File: src/rtl/ibex_pkg.sv
// Shared constants, types and helpers for the register-file write arbiter.
package ibex_pkg;

    localparam int unsigned RegAddrW  = 5;
    localparam int unsigned RegCountI = 32;
    localparam int unsigned RegCountE = 16;

    typedef enum logic [1:0] {
        WrSelNone,
        WrSelWb,
        WrSelFifo,
        WrSelBypass
    } wr_sel_e;

    // True when the address names a real, writable register (not x0, in range for RV32E).
    function automatic logic reg_writable(input logic [RegAddrW-1:0] addr, input logic rv32e);
        return (addr != '0) && !(rv32e && addr[RegAddrW-1]);
    endfunction

endpackage

File: src/rtl/ibex_rf_write_fifo.sv
// LSU load-data write buffer: circular flop array with read/write pointers and occupancy.
module ibex_rf_write_fifo #(
    parameter int unsigned Depth = 2,
    parameter int unsigned Width = 37
) (
    input  logic                       clk_i,
    input  logic                       rst_i,
    input  logic                       push_i,
    input  logic [Width-1:0]           wdata_i,
    input  logic                       pop_i,
    output logic [Width-1:0]           rdata_o,
    output logic                       full_o,
    output logic                       empty_o,
    output logic [$clog2(Depth+1)-1:0] cnt_o
);

    localparam int unsigned PtrW = $clog2(Depth);
    localparam int unsigned CntW = $clog2(Depth + 1);

    logic [Width-1:0] mem_q [Depth];
    logic [PtrW-1:0]  wr_ptr_q, wr_ptr_d;
    logic [PtrW-1:0]  rd_ptr_q, rd_ptr_d;
    logic [CntW-1:0]  cnt_q, cnt_d;
    logic             push, pop;

    assign full_o  = (cnt_q == CntW'(Depth));
    assign empty_o = (cnt_q == '0);
    assign push    = push_i && !full_o;
    assign pop     = pop_i && !empty_o;
    assign rdata_o = mem_q[rd_ptr_q];
    assign cnt_o   = cnt_q;

    // Pointers wrap naturally because Depth is a power of two.
    always_comb begin
        wr_ptr_d = wr_ptr_q;
        rd_ptr_d = rd_ptr_q;
        cnt_d    = cnt_q;
        if (push) begin
            wr_ptr_d = wr_ptr_q + PtrW'(1);
        end
        if (pop) begin
            rd_ptr_d = rd_ptr_q + PtrW'(1);
        end
        if (push && !pop) begin
            cnt_d = cnt_q + CntW'(1);
        end else if (pop && !push) begin
            cnt_d = cnt_q - CntW'(1);
        end
    end

    always_ff @(posedge clk_i) begin
        if (rst_i) begin
            wr_ptr_q <= '0;
            rd_ptr_q <= '0;
            cnt_q    <= '0;
        end else begin
            wr_ptr_q <= wr_ptr_d;
            rd_ptr_q <= rd_ptr_d;
            cnt_q    <= cnt_d;
        end
    end

    always_ff @(posedge clk_i) begin
        if (rst_i) begin
            mem_q <= '{default: '0};
        end else if (push) begin
            mem_q[wr_ptr_q] <= wdata_i;
        end
    end

endmodule

File: src/rtl/ibex_rf_write_arbiter.sv
// Single-port register-file write arbiter: WB first, buffered LSU data next, LSU bypass last,
// plus a per-register scoreboard of outstanding loads.
module ibex_rf_write_arbiter
    import ibex_pkg::*;
#(
    parameter bit          RV32E        = 1'b0,
    parameter int unsigned DataWidth    = 32,
    parameter int unsigned LsuFifoDepth = 2
) (
    input  logic                              clk_i,
    input  logic                              rst_i,
    input  logic                              we_wb_i,
    input  logic [RegAddrW-1:0]               waddr_wb_i,
    input  logic [DataWidth-1:0]              wdata_wb_i,
    input  logic                              lsu_valid_i,
    output logic                              lsu_ready_o,
    input  logic [RegAddrW-1:0]               waddr_lsu_i,
    input  logic [DataWidth-1:0]              wdata_lsu_i,
    input  logic                              ld_issue_i,
    input  logic [RegAddrW-1:0]               ld_rd_i,
    input  logic [RegAddrW-1:0]               raddr_a_i,
    input  logic [RegAddrW-1:0]               raddr_b_i,
    output logic                              hazard_a_o,
    output logic                              hazard_b_o,
    output logic                              rf_we_o,
    output logic [RegAddrW-1:0]               rf_waddr_o,
    output logic [DataWidth-1:0]              rf_wdata_o,
    output logic [$clog2(LsuFifoDepth+1)-1:0] lsu_fifo_cnt_o
);

    localparam int unsigned NumRegs = RV32E ? RegCountE : RegCountI;
    localparam int unsigned IdxW    = $clog2(NumRegs);
    localparam int unsigned EntryW  = RegAddrW + DataWidth;
    localparam int unsigned CntW    = $clog2(LsuFifoDepth + 1);

    wr_sel_e              sel;
    logic                 fifo_push, fifo_pop, fifo_full, fifo_empty, head_vld;
    logic [EntryW-1:0]    fifo_rdata;
    logic [CntW-1:0]      fifo_cnt;
    logic [RegAddrW-1:0]  head_addr;
    logic [DataWidth-1:0] head_data;
    logic                 lsu_commit;
    logic [RegAddrW-1:0]  commit_addr;
    logic [NumRegs-1:0]   pending_q, pending_d;

    ibex_rf_write_fifo #(
        .Depth(LsuFifoDepth),
        .Width(EntryW)
    ) u_fifo (
        .clk_i  (clk_i),
        .rst_i  (rst_i),
        .push_i (fifo_push),
        .wdata_i({waddr_lsu_i, wdata_lsu_i}),
        .pop_i  (fifo_pop),
        .rdata_o(fifo_rdata),
        .full_o (fifo_full),
        .empty_o(fifo_empty),
        .cnt_o  (fifo_cnt)
    );

    assign head_addr = fifo_rdata[EntryW-1 -: RegAddrW];
    assign head_data = fifo_rdata[DataWidth-1:0];

    // While in reset the buffer is treated as empty so nothing stale reaches the port.
    assign head_vld       = !fifo_empty && !rst_i;
    assign lsu_ready_o    = !fifo_full && !rst_i;
    assign lsu_fifo_cnt_o = rst_i ? '0 : fifo_cnt;

    always_comb begin
        sel         = WrSelNone;
        rf_we_o     = 1'b0;
        rf_waddr_o  = '0;
        rf_wdata_o  = '0;
        lsu_commit  = 1'b0;
        commit_addr = head_addr;
        if (we_wb_i) begin
            sel = WrSelWb;
        end else if (head_vld) begin
            sel = WrSelFifo;
        end else if (lsu_valid_i && !rst_i) begin
            sel = WrSelBypass;
        end
        case (sel)
            WrSelWb: begin
                rf_waddr_o = waddr_wb_i;
                rf_wdata_o = wdata_wb_i;
                rf_we_o    = reg_writable(waddr_wb_i, RV32E);
            end
            WrSelFifo: begin
                rf_waddr_o = head_addr;
                rf_wdata_o = head_data;
                rf_we_o    = reg_writable(head_addr, RV32E);
                lsu_commit = 1'b1;
            end
            WrSelBypass: begin
                rf_waddr_o  = waddr_lsu_i;
                rf_wdata_o  = wdata_lsu_i;
                rf_we_o     = reg_writable(waddr_lsu_i, RV32E);
                lsu_commit  = 1'b1;
                commit_addr = waddr_lsu_i;
            end
            default: ;
        endcase
    end

    assign fifo_pop  = (sel == WrSelFifo);
    assign fifo_push = lsu_valid_i && lsu_ready_o && (sel != WrSelBypass);

    // Set is applied after clear so a same-cycle issue to the committing register wins.
    always_comb begin
        pending_d = pending_q;
        if (lsu_commit && reg_writable(commit_addr, RV32E)) begin
            pending_d[commit_addr[IdxW-1:0]] = 1'b0;
        end
        if (ld_issue_i && reg_writable(ld_rd_i, RV32E)) begin
            pending_d[ld_rd_i[IdxW-1:0]] = 1'b1;
        end
        pending_d[0] = 1'b0;
    end

    always_ff @(posedge clk_i) begin
        if (rst_i) begin
            pending_q <= '0;
        end else begin
            pending_q <= pending_d;
        end
    end

    assign hazard_a_o = !rst_i && reg_writable(raddr_a_i, RV32E) && pending_q[raddr_a_i[IdxW-1:0]];
    assign hazard_b_o = !rst_i && reg_writable(raddr_b_i, RV32E) && pending_q[raddr_b_i[IdxW-1:0]];

endmodule

File: config.mk
export PLATFORM = sky130hd
export DESIGN_NAME = ibex_rf_write_arbiter
export DESIGN_NICKNAME = d
export VERILOG_FILES = /design/src/rtl/ibex_pkg.sv /design/src/rtl/ibex_rf_write_fifo.sv /design/src/rtl/ibex_rf_write_arbiter.sv
export SDC_FILE = /design/constraint.sdc
export NUM_CORES = 1
export LEC_CHECK = 0
export BUFFER_PORTS_ARGS = -buffer_cell sky130_fd_sc_hd__buf_2
export CORE_UTILIZATION = 35
export CTS_CLUSTER_DIAMETER = 60
export DETAILED_ROUTE_END_ITERATION = 8
export PLACE_DENSITY = 0.6
export SETUP_SLACK_MARGIN = 0.1
export SKIP_CTS_REPAIR_TIMING = 1
export SYNTH_ARGS = -nofsm -noshare
export SYNTH_HDL_FRONTEND = slang
export SYNTH_SLANG_ARGS = --single-unit
File: constraint.sdc
create_clock -name clk_i -period 4.5 [get_ports clk_i]
set_clock_uncertainty 0.15 [all_clocks]
set_input_delay 0.9 -clock clk_i [delete_from_list [all_inputs] [get_ports clk_i]]
set_output_delay 0.9 -clock clk_i [all_outputs]
set_load 0.005 [all_outputs]
* Yosys cells after proc, flatten, opt, wreduce, memory -nomap -nowiden
Index checks and enable logic that the tools add are counted.
** Storage, ports and cells
- Register bits :: 110
- Input port bits :: 94
- Output and inout bits :: 43
- Word-level logic and storage cells :: 90
** Cells by class
- Add/sub/neg operators :: 4
- $lt $le $gt $ge :: 9
- Eq/ne operators :: 5
- Muxes and demuxes :: 27
- Bitwise gates (word level) :: 5
- Reduce and logical (&&, ||, !) cells :: 33
** Operator list (number)
- $mux W37 :: 4
- $pmux W32 S3 :: 1
- $bwmux W74 :: 1
- $mux W32 :: 2
- $demux W37 S1 :: 1
- $reduce_bool A5 Y1 :: 7
- $and A32 B32 Y32 :: 1
- $not A32 Y32 :: 1
- $or A32 B32 Y32 :: 1
- $lt A5 B6 Y1 const B :: 4
- $logic_and A1 B1 Y1 :: 18
- $pmux W5 S3 :: 1
- $mux W2 :: 6
- $bmux W1 S5 :: 2
- $demux W1 S5 :: 2
- $ge A5 B1 Y1 const B :: 2
- $eq A2 B2 Y1 const B :: 3
- $logic_not A1 Y1 :: 5
- $mux W1 :: 5
- $mux W5 :: 1
- $ge A2 B2 Y1 const B :: 2
- $not A1 Y2 :: 2
- $pmux W1 S3 :: 1
- $add A1 B1 Y1 const B :: 2
- other kinds (8) :: 8

* Logic depth before layout (Yosys ltp)
Gate-level depths: netlist (run 1).
- Depth after elaboration :: 16
- Mapped depth :: 9
- Depth with buffers taken out :: 7

* Hierarchy
From an unflattened synthesis (run 1), not the netlist that was laid out.
** Second synthesis, totals
- Cells, all modules :: 734
- Area total of the unflattened synthesis :: 6429.9 um2
** By module, submodules not included
- ibex_rf_write_fifo :: instances 1, cells each 389, area an instance 3741.1 um2, seq. area each 1561.5 um2
- ibex_rf_write_arbiter :: instances 1, cells each 345, area an instance 2688.8 um2, seq. area each 620.6 um2

* Least setup slack after synthesis (run 1)
No wires, ideal clock.
- Path kind :: input to output
- Start :: in raddr_a_i[0]
- End :: out hazard_a_o
- Arrival time :: 2136 ps
- Data required time :: 3450 ps
- Slack :: 1314 ps
- Stages on the path :: 4
- Buffers on the path :: 1
- Path through :: buf_2 mux4_2 mux4_2 nor2_1
** On the way
- Cells in the longest elaborated chain, start to end :: 3
- Elaborated cells on any way between the ends :: 5
- Those cells by class :: mux (2); reduce/logical (3)
** RTL lines
- start, declared :: RTL line ibex_rf_write_arbiter.sv:21 : input logic [RegAddrW-1:0] raddr_a_i,
- $bmux W1 S5 or $reduce_bool A5 Y1 (tied branches) :: RTL line ibex_rf_write_arbiter.sv:129, ibex_pkg.sv:17
- $mux W1 (implied by the code) or $logic_and A1 B1 Y1 (tied branches) :: RTL line ibex_rf_write_arbiter.sv:129 : assign hazard_a_o = !rst_i && reg_writable(raddr_a_i, RV32E) && pending_q[raddr_a_i[IdxW-1:0]];
- $logic_and A1 B1 Y1 * :: RTL line ibex_rf_write_arbiter.sv:129
- end, declared :: RTL line ibex_rf_write_arbiter.sv:23 : output logic hazard_a_o,
Mark *: on every way between the ends. The rest lies on a longest branch, timed or not. The select of a mux whose other input is x is not followed.

* Worst setup path in the final report (run 1)
- Start :: in rst_i
- End :: out hazard_b_o
** On the way
- Cells in the longest elaborated chain, start to end :: 3
** RTL lines
- start, declared :: RTL line ibex_rf_write_arbiter.sv:11 : input logic rst_i,
- $logic_not A1 Y1 :: RTL line ibex_rf_write_arbiter.sv:130 : assign hazard_b_o = !rst_i && reg_writable(raddr_b_i, RV32E) && pending_q[raddr_b_i[IdxW-1:0]];
- $logic_and A1 B1 Y1 (2 in a row) :: RTL line ibex_rf_write_arbiter.sv:130
- end, declared :: RTL line ibex_rf_write_arbiter.sv:24 : output logic hazard_b_o,
Every way passes these cells.

==> results.cfg, run 1 <==
[yosys]
netlist_area_um2 = 6260
synthMuxAreaShare_pct = 20.5
ys_types = 60
ys_seq_area_share_pct = 34.9
netlist_instances = 706
synth_fp_nets = 801
dominantRegCellSynth = dfxtp_1
synth-adder-area-share_pct = 0.200
yosys_register_bits = 109
synth_xor_area_share_pct = 0.280
syn_avg_cell_area_um2 = 8.86
async_flop_share_pct = 0
synth_top_family_by_area = multiplexers
yosysWarnings = 0
synth_edf_count = 0
synth-simple-area-share_pct = 18.1
synth_compound_area_share_pct = 19.4

[sta]
timing.final.hold_violations = 0
maxSlewViolCount = 0
finalCritPeriodShare_pct = 77.6
fin_setup_tns_ns = 0
timing.final.crit_period_ns = 3.49
setup_viol = 0
layout_setup_ws_ns = 1.01
worst_slew_pin_slew_ns = 1.15
max_clock_freq_mhz = 286
rsz0062_at_grt = false
max_slew_margin_pct = 23.0

[clock_tree]
clock-sinks = 109
htreeDepth = 3
cts_buffers = 9
clk_latency_ns = 0.36
clk_pin_slew_ns = 0.07
cts_tree = built
cts_max_path_buffers = 2
cts_root_buf = clkbuf_16

[routing]
wl_per_cell_um = 16.3
wl_met1_mm = 7.76
drc = 0
antenna_left = 0
wirelength_mm = 16.8
top_layer = met4
dr_wl_met2_mm = 7.86
vias = 5537
drt_iter0_markers = 390
first_pass_iters = 6
avgViaCountPerCell = 5.37
wl_met3_um = 954

[worst_hold_path]
min_path_type = reg -> reg

[place]
dp_hpwl_mm = 11.5
globalplace.congestion = 0.779
numPortBuffers = 136
pre_cts_ws_ns = 0.931
place_area_um2 = 6960

[finish]
drive_gt1_share_pct = 23.8
layout.area.seq_um2 = 2180
finish.instance_area_um2 = 7280
multi_input_area_um2 = 3670
fill_cells = 1739
nNetsFinal = 893
syn_to_final_growth_pct = 16.3

[floorplan]
die_w_um = 136
ios = 137
rows = 48
start_util_pct = 36.0
core_um2 = 17400
die_area_um2 = 18400
die_h_um = 136

[global_routing]
overflow = 0
grt_usage_pct = 18.9
grt_pass1_wl_mm = 27.3
grt_max_degree = 68
grt_pass1_vias = 5217
antenna_found_initial = 2

[power]
pwr-share-comb_pct = 18.3
total_power_mw = 2.29
static-leakage-power_nw = 2.94
power_density_nw_per_um2 = 314
switching_share_pct = 29.2
max-vdd-ir-drop_uv = 198
p_switching_mw = 0.667
internal-power_mw = 1.62
seq_power_share_pct = 45.1
clock_power_share_pct = 36.5

[critical_path]
required_ns = 3.45
critPathKind = in -> out
max_stage_delay_ns = 0.68
crit_path_max_fanout = 67
path_cells = buf_4 -> buf_4 -> buf_4 -> nor2_1 -> buf_2
crit_top_cell = buf_4
endpoint_kind = output pin
critPathSlowestCell = buf_4
startpoint_type = input pin
critPathArrivalTime_ns = 2.44

[outcome]
status = complete, no violations

[job]
cap_viol_max_count = 0
synthesized netlist by cell type (all sizes together) (6+ instances only):
master | count | area [um^2]
dfxtp | 109 | 2180
buf | 34 | 245
mux4 | 16 | 405
inv | 15 | 56.3
a221o | 36 | 360
o32ai | 7 | 61.3
o31ai | 6 | 65.1
clkbuf | 31 | 116
nand2 | 106 | 403
mux2i | 85 | 855
nor2b | 13 | 81.3
a21oi | 65 | 325
a211oi | 6 | 45.0
a311oi | 21 | 184
nor2 | 94 | 363
nor3 | 6 | 35.0
metrics by stage:
step | hold WS, ns | cells | util (%)
2_1_floorplan | 0.286 | 706 | -
3_3_place_gp | 0.291 | 1012 | 40.1
3_5_place_dp | 0.297 | 1012 | 40.1
4_1_cts | 0.308 | 1028 | 41.9
5_1_grt | 0.323 | 1028 | 41.9
6_report | 0.304 | 1031 | 41.9
kinds of logic after synthesis:
family,Yosys count
buffers and inverters,80
adder cells (fa/ha/maj),1
multiplexers,103
AO/OA/AOI/OAI,159
AND/OR/NAND/NOR,252
XOR/XNOR,2
flip-flops,109
path summary, 6_finish.rpt:
path | start | end | slack (ns) | cells past startpoint
worst max-delay path | rst_i | hazard_b_o | 1.01 | 5
worst min-delay path | u_fifo.mem_q[49] | u_fifo.mem_q[49] | 0.30 | 2
worst min register to register | u_fifo.mem_q[49] | u_fifo.mem_q[49] | 0.30 | 2
worst max register to register | u_fifo.rd_ptr_q | pending_q[5] | 1.90 | 6
critical path: cells and delay by family:
kind	cells	cell delay, ns
buffers and inverters	4	1.38
AND/OR/NAND/NOR	1	0.10
layout make-up:
cell class,instances,share of cell area (%)
repair buffers,146,10.6
diodes,3,0.103
flip-flops and latches,109,30.0
multi-input cells,517,50.4
clock buffers,9,3.09
clock inverters,7,1.17
inverters,15,0.774
well taps,225,3.87
layer usage:
metal,global-route usage [%],up-vias
met5,0,-
met4,5.31,0
met3,4.75,17
met2,30.4,168
met1,24.8,2593
li1,-,2759
flip-flops by register name (all words and copies together), names as in the netlist:
signal and flops:
u_fifo.cnt_o 2, pending_q 31, u_fifo.rd_ptr_q 1, u_fifo.wr_ptr_q 1, u_fifo.mem_q 74
placed cells by master (no fill, tap or decap), types with 3 or more instances in the layout:
| cell | n |
|---|---|
| a211oi_1 | 6 |
| a21oi_1 | 65 |
| a221o_1 | 36 |
| a311oi_1 | 21 |
| a31oi_2 | 3 |
| buf_2 | 135 |
| buf_4 | 10 |
| clkbuf_16 | 9 |
| dfxtp_1 | 108 |
| diode_2 | 3 |
| inv_1 | 15 |
| mux2i_1 | 84 |
| mux4_1 | 12 |
| mux4_2 | 4 |
| nand2_1 | 104 |
| nand2b_1 | 4 |
| nand3_1 | 3 |
| nand4_1 | 3 |
| nor2_1 | 90 |
| nor2_2 | 4 |
| nor2b_1 | 13 |
| nor3_1 | 5 |
| nor3b_1 | 4 |
| o21ai_0 | 3 |
| o31ai_2 | 4 |
| o32ai_1 | 7 |
power by group through the flow:
stage | Clock, mW | Combinational [mW] | Sequential, mW
finish | 0.835 | 0.419 | 1.03
global route | 0.897 | 0.459 | 1.04
CTS | 0.855 | 0.422 | 1.03
detailed placement | 0 | 0.420 | 1.05
global placement | 0 | 0.419 | 1.05
floorplan | 0 | 0.312 | 1.03
No activity file was read; power rests on OpenSTA's default activity.
==> run 2: changes to the inputs <==
Clock period 4.5 ns to 3.6 ns, I/O delays scaled along.
==> results.cfg, run 2 (synthesized netlist as in run 1, its figures left out) <==
[clock_tree]
cts_max_path_buffers = 2
clock-sinks = 109
clk_latency_ns = 0.35
htreeDepth = 3
cts_root_buf = clkbuf_16
cts_buffers = 9
clk_pin_slew_ns = 0.07
cts_tree = built

[finish]
mostFrequentLayoutCells = 135 x buf_2, 108 x dfxtp_1, 104 x nand2_1, 90 x nor2_1, 84 x mux2i_1
syn_to_final_growth_pct = 15.8
largest_reg_flops = 74
diodes = 0
final_common_cell = buf_2
finish.instance_area_um2 = 7250
drive_gt1_share_pct = 23.7
regMostFlops = u_fifo.mem_q
nNetsFinal = 896

[power]
static-leakage-power_nw = 2.93
max-vdd-ir-drop_uv = 273
power_density_nw_per_um2 = 380

[job]
cap_viol_max_count = 0

[place]
numPortBuffers = 136
dp_hpwl_mm = 11.7
place_area_um2 = 6980
globalplace.congestion = 0.818

[floorplan]
die_h_um = 136
die_area_um2 = 18400
start_util_pct = 36.0
die_w_um = 136
rows = 48
core_um2 = 17400
ios = 137

[sta]
finalCritPeriodShare_pct = 86.3
worst_slew_pin_slew_ns = 0.862
timing.final.hold_violations = 0
rsz0062_at_grt = false
max_slew_margin_pct = 42.5
maxSlewViolCount = 0
timing.final.crit_period_ns = 3.11
fin_setup_tns_ns = 0
max_clock_freq_mhz = 322
setup_viol = 0

[worst_hold_path]
hp-start = u_fifo.mem_q[65]
min_path_type = reg -> reg
worstHoldEndpoint = u_fifo.mem_q[65]
hold_path_depth = 2

[critical_path]
rrSetupSlack_ns = 1.08
crit_path_max_fanout = 23
r2r-end = pending_q[27]
critPathArrivalTime_ns = 2.24
startpoint_type = register
required_ns = 2.73
endpoint_kind = output pin
worstRegToRegCells = 6
critPathKind = reg -> out
reg2reg_from = u_fifo.cnt_o[1]

[routing]
wirelength_mm = 17.1
drt_iter0_markers = 358
wl_per_cell_um = 16.6
avgViaCountPerCell = 5.40
drc = 0
first_pass_iters = 4
antenna_left = 0
vias = 5564

[global_routing]
antenna_found_initial = 2
overflow = 0
grt_pass1_wl_mm = 27.5
grt_usage_pct = 19.0
grt_max_degree = 82
grt_pass1_vias = 5180

[outcome]
status = complete, no violations
## run 2: changes by cell type in the layout (fill, tap and decap cells not counted)
cell | before | now
buf_4 | 10 | 13
diode_2 | 3 | 0
clkbuf_1 | 0 | 2
inv_6 | 1 | 3
bufinv_16 | 1 | 0
clkinv_2 | 2 | 1
clkinv_4 | 1 | 0
clkinv_8 | 1 | 0
inv_8 | 1 | 0
## run 2: layout make-up
class / count / area, um^2
well taps: 225 / 282
repair buffers: 149 / 793
clock inverters: 4 / 31.3
flip-flops and latches: 109 / 2180
inverters: 15 / 56.3
fillers: 1749 / 10100
multi-input cells: 517 / 3670
clock buffers: 11 / 233
## run 2: critical path, stage by stage (launching register included)
cell and delay [ns]:
dfxtp_2 0.65, nor4b_1 0.52, o22a_1 0.28, a2bb2oi_4 0.23
nand2_1 0.07, buf_2 0.13
## run 2: per-stage QoR
step / power, mW / std cells / utilization (%) / hold slack, ns / setup slack, ns
after global placement: 1.84 / 1015 / 40.2 / 0.292 / 0.566
after floorplan: 1.68 / 706 / - / 0.286 / 0.774
after detailed placement: 1.85 / 1015 / 40.2 / 0.297 / 0.529
after global routing: 2.88 / 1030 / 41.7 / 0.326 / 0.402
after CTS: 2.78 / 1030 / 41.7 / 0.307 / 0.505
final: 2.75 / 1030 / 41.7 / 0.305 / 0.493
## run 2: where the power goes
part           switching [mW]  leakage (nW)  internal, mW
clock                   0.463         0.131         0.474
sequential             0.0475         0.882          1.24
combinational           0.295          1.92         0.231
## run 2: how the worst max path moves through the flow
stage,start,slack (ns),cells past startpoint,to
final,u_fifo.rd_ptr_q,0.49,5,rf_we_o
after global routing,u_fifo.rd_ptr_q,0.40,5,rf_wdata_o[16]
after CTS,u_fifo.rd_ptr_q,0.50,5,rf_we_o
after detailed placement,raddr_a_i[1],0.53,6,hazard_a_o
after global placement,raddr_a_i[1],0.57,6,hazard_a_o
after floorplan,raddr_a_i[0],0.77,4,hazard_a_o
## run 2: routing by layer
| layer | GRT usage, % | vias up | wire length (um) |
|---|---|---|---|
| met3 | 4.45 | 19 | 786 |
| li1 | - | 2751 | - |
| met4 | 5.12 | 0 | 282 |
| met1 | 24.5 | 2659 | 8110 |
| met5 | 0 | - | 0 |
| met2 | 31.5 | 135 | 7940 |
==> run 3: changes to the inputs <==
Settings changed: CELL_PAD_IN_SITES_DETAIL_PLACEMENT from default to 1, CELL_PAD_IN_SITES_GLOBAL_PLACEMENT from default to 1, CORE_UTILIZATION 35 to 41, PLACE_DENSITY 0.6 to 0.84.
==> results.cfg, run 3 (synthesized netlist as in run 1, its figures left out) <==
[clock_tree]
clk_latency_ns = 0.36
cts_root_buf = clkbuf_16
cts_buffers = 9
htreeDepth = 3
cts_max_path_buffers = 2
clk_pin_slew_ns = 0.08
cts_tree = built
clock-sinks = 109

[floorplan]
start_util_pct = 42.6
rows = 44
die_w_um = 126
die_h_um = 126
die_area_um2 = 15800
ios = 137
core_um2 = 14700

[critical_path]
endpoint_kind = output pin
cp-startpoint = u_fifo.rd_ptr_q
startpoint_type = register
reg2reg_from = u_fifo.cnt_o[0]
critPathKind = reg -> out
required_ns = 2.73
rrSetupSlack_ns = 1.15
crit_path_max_fanout = 34
critPathArrivalTime_ns = 2.40

[place]
numPortBuffers = 136
place_area_um2 = 6910
globalplace.congestion = 0.829
dp_hpwl_mm = 13.6

[sta]
rsz0062_at_grt = false
timing.final.crit_period_ns = 3.27
max_slew_margin_pct = 28.7
max_clock_freq_mhz = 306
worst_slew_pin_slew_ns = 1.07
timing.final.hold_violations = 0
whs_ns = 0.305
maxSlewViolCount = 0
fin_setup_tns_ns = 0
setup_viol = 0
finalCritPeriodShare_pct = 90.8

[global_routing]
grt_pass1_wl_mm = 31.3
grt_max_degree = 70
antenna_found_initial = 1
grt_pass1_vias = 6034
overflow = 0
grt_usage_pct = 24.9

[power]
static-leakage-power_nw = 2.95
power_density_nw_per_um2 = 409
max-vdd-ir-drop_uv = 323

[routing]
vias = 5906
avgViaCountPerCell = 5.98
wl_per_cell_um = 19.7
antenna_left = 0
drt_iter0_markers = 336
wirelength_mm = 19.5
drc = 9
first_pass_iters = 7

[finish]
syn_to_final_growth_pct = 16.0
regMostFlops = u_fifo.mem_q
final_common_cell = buf_2
drive_gt1_share_pct = 23.7
nNetsFinal = 892
finish.instance_area_um2 = 7250
largest_reg_flops = 74
mostFrequentLayoutCells = 135 x buf_2, 108 x dfxtp_1, 104 x nand2_1, 90 x nor2_1, 84 x mux2i_1

[outcome]
status = finished, violations left
violations = design-rule violations

[worst_hold_path]
min_path_type = reg -> reg
hp-start = u_fifo.mem_q[57]

[job]
cap_viol_max_count = 0
-- run 3: worst paths after layout --
check                           cells after the start          endpoint
worst min register to register                      2  u_fifo.mem_q[57]
worst max register to register                      4   u_fifo.cnt_o[1]
worst max-delay path                                5    rf_wdata_o[17]
worst min-delay path                                2  u_fifo.mem_q[57]
-- run 3: worst max-delay path, stage by stage (launching register included) --
cell and delay [ns]:
dfxtp_2 0.58, buf_4 0.55, mux2i_1 0.33, nor2_1 0.10, a221o_1 0.31, buf_2 0.13
-- run 3: cell type report --
type / count / area, um^2
antenna: 1 / 2.50
clock buffer: 10 / 239
tap: 184 / 230
fill: 1760 / 7440
sequential: 109 / 2180
multi-input combinational: 517 / 3670
clock inverter: 6 / 100
inverter: 15 / 56.3
timing repair buffer: 145 / 776
-- run 3: metrics by stage --
stage                     setup WS, ns  utilization [%]  power [mW]  std cells
after CTS                        0.340             49.3        2.99        986
after global routing             0.191             49.4        3.09        987
after detailed placement         0.486             47.0        1.85        970
after global placement           0.583             47.0        1.83        970
after floorplan                  0.774                -        1.68        706
final                            0.332             49.4        2.97        987
-- run 3: power by group --
part | internal, mW | total [mW] | switching [mW] | leakage [nW]
sequential | 1.24 | 1.29 | 0.0469 | 0.882
clock | 0.645 | 1.14 | 0.493 | 0.168
combinational | 0.229 | 0.540 | 0.311 | 1.90
total | 2.12 | 2.97 | 0.851 | 2.95
-- run 3: layer usage --
layer,vias up,part of all wire [%],GRT usage (%)
li1,2751,-,-
met1,2924,42,30.4
met2,201,51,43.9
met3,30,5.5,5.01
met4,0,2.0,7.68
met5,-,0,0
